`src/rtl/move_sched_pkg.sv`:
```
// move_sched_pkg
// Shared types and helpers for the movement scheduler.
//   sched_state_t  : scheduler FSM states (IDLE, OFFER)
//   NUM_SPEED_DEF  : default number of speed tick inputs
//   clamp_level()  : maps a raw 3-bit level onto a valid speed_pulse index
package move_sched_pkg;

    typedef enum logic {
        IDLE  = 1'b0,
        OFFER = 1'b1
    } sched_state_t;

    localparam int NUM_SPEED_DEF = 6;

    function automatic logic [2:0] clamp_level(input logic [2:0] lvl, input int num_speed);
        if (int'(lvl) >= num_speed) begin
            return 3'(num_speed - 1);
        end
        return lvl;
    endfunction

endpackage

```
`src/rtl/move_scheduler_rr_arbiter.sv`:
```
// rr_arbiter
// Combinational round-robin picker. Searches req starting one slot past
// last_grant, wrapping around, and returns the first set bit.
// Ports:
//   req        in  N            request vector
//   last_grant in  $clog2(N)    most recently granted index
//   grant      out $clog2(N)    selected index (0 when no request)
//   any_req    out 1            at least one request bit set
module rr_arbiter #(
    parameter int N = 4,
    localparam int W = $clog2(N)
) (
    input  logic [N-1:0] req,
    input  logic [W-1:0] last_grant,
    output logic [W-1:0] grant,
    output logic         any_req
);

    always_comb begin
        int idx;
        idx     = 0;
        grant   = '0;
        any_req = 1'b0;
        for (int k = 1; k <= N; k++) begin
            idx = int'(last_grant) + k;
            if (idx >= N) begin
                idx = idx - N;
            end
            if (!any_req && req[W'(idx)]) begin
                any_req = 1'b1;
                grant   = W'(idx);
            end
        end
    end

endmodule

```
`src/rtl/move_scheduler.sv`:
```
// move_scheduler
// Picks the speed tick selected by the difficulty level, latches one movement
// request per active object slot on every such tick, and hands the requests
// to the single position-update unit in round-robin order over a
// valid/ready handshake.
// Optional feature macro: MOVE_SCHED_MISS_CNT_EN adds a saturating counter of
// ticks that arrived while the slot's previous request was still pending.
// Ports:
//   clk100MHz    in  1                system clock
//   rst          in  1                synchronous reset, active-high
//   speed_pulse  in  NUM_SPEED        one-cycle tick pulses, one per speed
//   level        in  3                speed select (clamped to NUM_SPEED-1)
//   obj_active   in  NUM_OBJ          live object slots
//   upd_valid    out 1                update offered
//   upd_id       out $clog2(NUM_OBJ)  slot of the offered update
//   upd_ready    in  1                update unit accepts
//   busy         out 1                pending work or an offer in flight
//   miss_cnt     out MISS_W           missed ticks (MOVE_SCHED_MISS_CNT_EN only)
//
// state | meaning
// IDLE  | no offer outstanding; level_q tracks level; arbitrate pending
// OFFER | upd_valid high, upd_id frozen until the update unit accepts
module move_scheduler
    import move_sched_pkg::*;
#(
    parameter int NUM_OBJ   = 4,
    parameter int NUM_SPEED = NUM_SPEED_DEF,
    parameter int MISS_W    = 8,
    localparam int ID_W     = $clog2(NUM_OBJ)
) (
    input  logic                 clk100MHz,
    input  logic                 rst,
    input  logic [NUM_SPEED-1:0] speed_pulse,
    input  logic [2:0]           level,
    input  logic [NUM_OBJ-1:0]   obj_active,
    output logic                 upd_valid,
    output logic [ID_W-1:0]      upd_id,
    input  logic                 upd_ready,
    output logic                 busy
`ifdef MOVE_SCHED_MISS_CNT_EN
    ,
    output logic [MISS_W-1:0]    miss_cnt
`endif
);

    sched_state_t       state, state_nxt;
    logic [2:0]         level_q;
    logic [NUM_OBJ-1:0] pending, pending_nxt;
    logic [ID_W-1:0]    last_grant, last_grant_nxt;
    logic [ID_W-1:0]    upd_id_nxt;
    logic [ID_W-1:0]    grant;
    logic               any_req;
    logic               tick;
    logic               xfer;

    assign tick      = speed_pulse[level_q];
    assign upd_valid = (state == OFFER);
    assign xfer      = upd_valid & upd_ready;
    assign busy      = (|pending) | upd_valid;

    rr_arbiter #(.N(NUM_OBJ)) u_arb (
        .req        (pending),
        .last_grant (last_grant),
        .grant      (grant),
        .any_req    (any_req)
    );

    // Clears are applied first so that a tick on the same cycle wins.
    // The offered slot keeps its bit even if its object goes away, so the
    // frozen offer always has a matching pending bit to retire.
    always_comb begin
        pending_nxt = pending;
        for (int i = 0; i < NUM_OBJ; i++) begin
            if (!obj_active[i] && !(upd_valid && (upd_id == ID_W'(i)))) begin
                pending_nxt[i] = 1'b0;
            end
            if (xfer && (upd_id == ID_W'(i))) begin
                pending_nxt[i] = 1'b0;
            end
            if (tick && obj_active[i]) begin
                pending_nxt[i] = 1'b1;
            end
        end
    end

    always_comb begin
        state_nxt      = state;
        upd_id_nxt     = upd_id;
        last_grant_nxt = last_grant;
        case (state)
            IDLE: begin
                if (any_req) begin
                    upd_id_nxt = grant;
                    state_nxt  = OFFER;
                end
            end
            OFFER: begin
                if (xfer) begin
                    last_grant_nxt = upd_id;
                    state_nxt      = IDLE;
                end
            end
            default: state_nxt = IDLE;
        endcase
    end

    always_ff @(posedge clk100MHz) begin
        if (rst) begin
            state      <= IDLE;
            upd_id     <= '0;
            last_grant <= ID_W'(NUM_OBJ - 1);
            pending    <= '0;
            level_q    <= '0;
        end else begin
            state      <= state_nxt;
            upd_id     <= upd_id_nxt;
            last_grant <= last_grant_nxt;
            pending    <= pending_nxt;
            if (state == IDLE) begin
                level_q <= clamp_level(level, NUM_SPEED);
            end
        end
    end

`ifdef MOVE_SCHED_MISS_CNT_EN
    localparam int MISS_MAX = (1 << MISS_W) - 1;

    logic [MISS_W-1:0] miss_nxt;

    // A slot misses when a tick finds its previous request still waiting and
    // that request is not being retired in the same cycle.
    always_comb begin
        int inc;
        int sum;
        inc = 0;
        for (int i = 0; i < NUM_OBJ; i++) begin
            if (tick && pending[i] && obj_active[i] &&
                !(xfer && (upd_id == ID_W'(i)))) begin
                inc = inc + 1;
            end
        end
        sum      = int'(miss_cnt) + inc;
        miss_nxt = (sum > MISS_MAX) ? MISS_W'(MISS_MAX) : MISS_W'(sum);
    end

    always_ff @(posedge clk100MHz) begin
        if (rst) begin
            miss_cnt <= '0;
        end else begin
            miss_cnt <= miss_nxt;
        end
    end
`endif

endmodule

```
`config.mk`:
```
export PLATFORM = sky130hd
export DESIGN_NAME = move_scheduler
export DESIGN_NICKNAME = d
export VERILOG_FILES = /design/src/rtl/move_sched_pkg.sv /design/src/rtl/move_scheduler_rr_arbiter.sv /design/src/rtl/move_scheduler.sv
export SDC_FILE = /design/constraint.sdc
export NUM_CORES = 1
export LEC_CHECK = 0
export BUFFER_PORTS_ARGS = -buffer_cell sky130_fd_sc_hd__buf_4
export CELL_PAD_IN_SITES_DETAIL_PLACEMENT = 1
export CELL_PAD_IN_SITES_GLOBAL_PLACEMENT = 1
export CORE_MARGIN = 4
export CORE_UTILIZATION = 37
export CTS_CLUSTER_DIAMETER = 200
export DETAILED_ROUTE_END_ITERATION = 8
export PLACE_DENSITY = 0.91
export SLEW_MARGIN = 20
export SYNTH_ARGS = -nofsm -noshare
export SYNTH_HDL_FRONTEND = slang
export SYNTH_SLANG_ARGS = --single-unit
```
`constraint.sdc`:
```
create_clock -name clk100MHz -period 4.1 [get_ports clk100MHz]
set_clock_uncertainty 0.05 [all_clocks]
set_input_delay 0.205 -clock clk100MHz [delete_from_list [all_inputs] [get_ports clk100MHz]]
set_output_delay 0.205 -clock clk100MHz [all_outputs]
set_load 0.1 [all_outputs]
```
==> key figures <==
Logic synthesis
  – Yosys warnings: 0
  – Post-Syn Nets: 96
  – Cell count after synthesis: 80
  – Mapped cell area: 649 um2
  – Distinct cells, synth: 31
  – Post-synthesis sequential area ratio: 0.370
  – Yosys reg bits: 12
  – Avg Inst Size Synth: 8.12 um2

Worst setup path
  – Critical Path RT: 3.85 ns
  – Worst EP arrival: 1.50 ns
  – Critical Path Sink: busy
  – Worst Setup SP: pending[3]
  – R2r worst-path depth: 4
  – Crit Path Category: reg -> out
  – CP Launch Type: register
  – Crit-path max FO: 5
  – Worst R2R End: pending[0]
  – Reg2reg start: level_q[2]
  – FF-to-FF setup slack: ~2.5 ns
  – CP Capture Type: output pin

Drt
  – Antenna-violating nets left: 0
  – WL/cell: 16.3 um
  – Initial drt markers: 24
  – Vias per cell: 5.97
  – Drt total wl: 1890 um
  – Drc violations: 0
  – Pre-antenna DRT Iters: 4
  – Via count: 692

Status
  – Status: finished clean

Floorplanning
  – Width of the die: 49.9 um
  – IO Count: 20
  – # rows: 14
  – Die H: 49.9 um
  – Die area: 0.00249 mm2
  – Core area: 0.00158 mm2
  – Starting Density: 0.412

Power
  – Leakage power: 0.351 nW
  – VDD IR max: 0.000205 V
  – Pwr/cell area: 458 mW/mm2

STA
  – Min setup slack post-route: 2.34 ns
  – RSZ-0062 raised after global routing: no
  – Slew HR: 0.628
  – Hold Violations, Final: 0
  – Max Slew Vio Count: 0
  – # setup viols final: 0
  – Final min period: between 1.5 and 2 ns
  – Setup TNS: 0 ns
  – Worst slew pin tran: 0.557 ns
  – Fmax: 0.569 GHz
  – Final Cycle Share: 0.428

Clock tree
  – Clk_lat worst skew: around 0.27 ns
  – Clock root cell: clkbuf_4
  – Post-CTS Repair Setup Buffers: 0
  – PostCTS Resize Cnt: 0
  – CTS hold repair buffers: 0
  – H-tree depth: 1
  – Clock Path Buffers: 2
  – Clock slew at reported path FFs: 0.07 ns
  – CTS tree: built
  – Num CTS Buffers: 3
  – # clock sinks: 12

Placement
  – Routability cong.: 0.790
  – PortBufs: 19
  – Post-DP HPWL: 1450 um
  – DP Cell Count: about 110
  – Worst slack, placed: 2.53 ns

Layout
  – Final net count: 118
  – Layout Cells excl Fill: ~120
  – N_diodes: 0
  – Commonest cells after routing, fill and taps aside: buf_4, dfxtp_1, a21oi_1, nor2_1, nand2b_1
  – Area Growth Syn to Fin: 27.2%
  – Most common cell after layout, fill and taps aside: buf_4
  – Final core occ: 0.524
  – Share of cells above drive strength 1: 0.250

GRT
  – First-pass GRT wire length: 3270 um
  – Grt ovf: 0
  – Initial antenna violation count: 0
  – Tot GR Track Use: 0.170
  – Vias in the first global route: 726
  – Largest net degree at the start of global routing: 18

Worst hold path
  – Hold WC Path Type: in -> reg
  – Min-Delay Path Depth: 2

Flow run
  – Max_cap viols: 0
where the power goes:
| part | internal (mW) | total (mW) | leakage, nW | switching [mW] |
|---|---|---|---|---|
| sequential | 0.131 | 0.160 | 0.0990 | 0.0286 |
| combinational | 0.0507 | 0.146 | 0.238 | 0.0951 |
| clock | 0.0340 | 0.0724 | 0.0138 | 0.0384 |
state kept, by name (all words and copies together), names as in the netlist:
register and cells:
pending 4, level_q 3, last_grant 2, upd_id 2, upd_valid 1
kinds of logic (layout without fill, tap and decap cells):
logic type      count (synthesis)  count (layout)  share of synthesized area
compound gates                 25              25                      0.247
buf+inv                         6              26                     0.0366
flops                          12              12                      0.370
mux                             4               4                     0.0732
simple gates                   33              33                      0.274
critical path, cell delays in order (launching register included):
cell	delay [ns]
dfxtp_1	0.35
nor4_1	0.47
nand2b_1	0.14
buf_4	0.26
stage by stage:
step	total power, mW	hold slack, ns	instance area (um2)
2_1_floorplan	0.264	0.249	649
3_3_place_gp	0.302	0.411	803
3_5_place_dp	0.307	0.430	803
4_1_cts	0.381	0.131	826
5_1_grt	0.401	0.143	826
6_report	0.378	0.139	826
layout make-up:
| type | instances | area, um2 |
|---|---|---|
| flip-flops and latches | 12 | 240 |
| fillers | 209 | 751 |
| inverters | 4 | 15.0 |
| repair buffers | 19 | 143 |
| multi-input cells | 62 | 385 |
| well taps | 16 | 20.0 |
| clock buffers | 3 | 22.5 |
metal layers:
metal | track usage | wire, um | vias up
met1 | 0.221 | 839 | 331
met3 | 0.0392 | 99 | 6
li1 | - | - | 334
met2 | 0.264 | 903 | 21
met5 | 0 | 0 | -
met4 | 0.0783 | 51 | 0
synthesized netlist by cell type, drive strengths merged:
| library cell | instances | area [um2] |
|---|---|---|
| o22ai | 1 | 6.26 |
| nand3b | 1 | 7.51 |
| a21oi | 10 | 50.1 |
| buf | 1 | 5.00 |
| o31a | 1 | 8.76 |
| a222oi | 1 | 10.0 |
| nand3 | 2 | 10.0 |
| clkbuf | 1 | 3.75 |
| dfxtp | 12 | 240 |
| and2b | 1 | 8.76 |
| a211o | 2 | 17.5 |
| a311oi | 1 | 8.76 |
| o21ai | 3 | 15.0 |
| nor3b | 3 | 22.5 |
| and3b | 1 | 8.76 |
| nand2 | 5 | 18.8 |
| o211ai | 1 | 7.51 |
| nor4 | 1 | 6.26 |
| nor3 | 1 | 5.00 |
| nor2 | 9 | 33.8 |
| mux2 | 3 | 37.5 |
| and3 | 2 | 12.5 |
| a211oi | 2 | 15.0 |
| nand2b | 6 | 37.5 |
| inv | 4 | 15.0 |
| mux2i | 1 | 10.0 |
| o21a | 2 | 15.0 |
| nor2b | 1 | 6.26 |
| a31oi | 1 | 6.26 |
worst min path at each step:
stage	from	slack, ns	end
3_3_place_gp	level[2]	0.41	level_q[2]
3_5_place_dp	rst	0.43	pending[3]
2_1_floorplan	rst	0.25	last_grant[0]
4_1_cts	rst	0.13	pending[3]
6_report	rst	0.14	pending[3]
5_1_grt	rst	0.14	pending[1]
(Power assumes the default switching activity.)
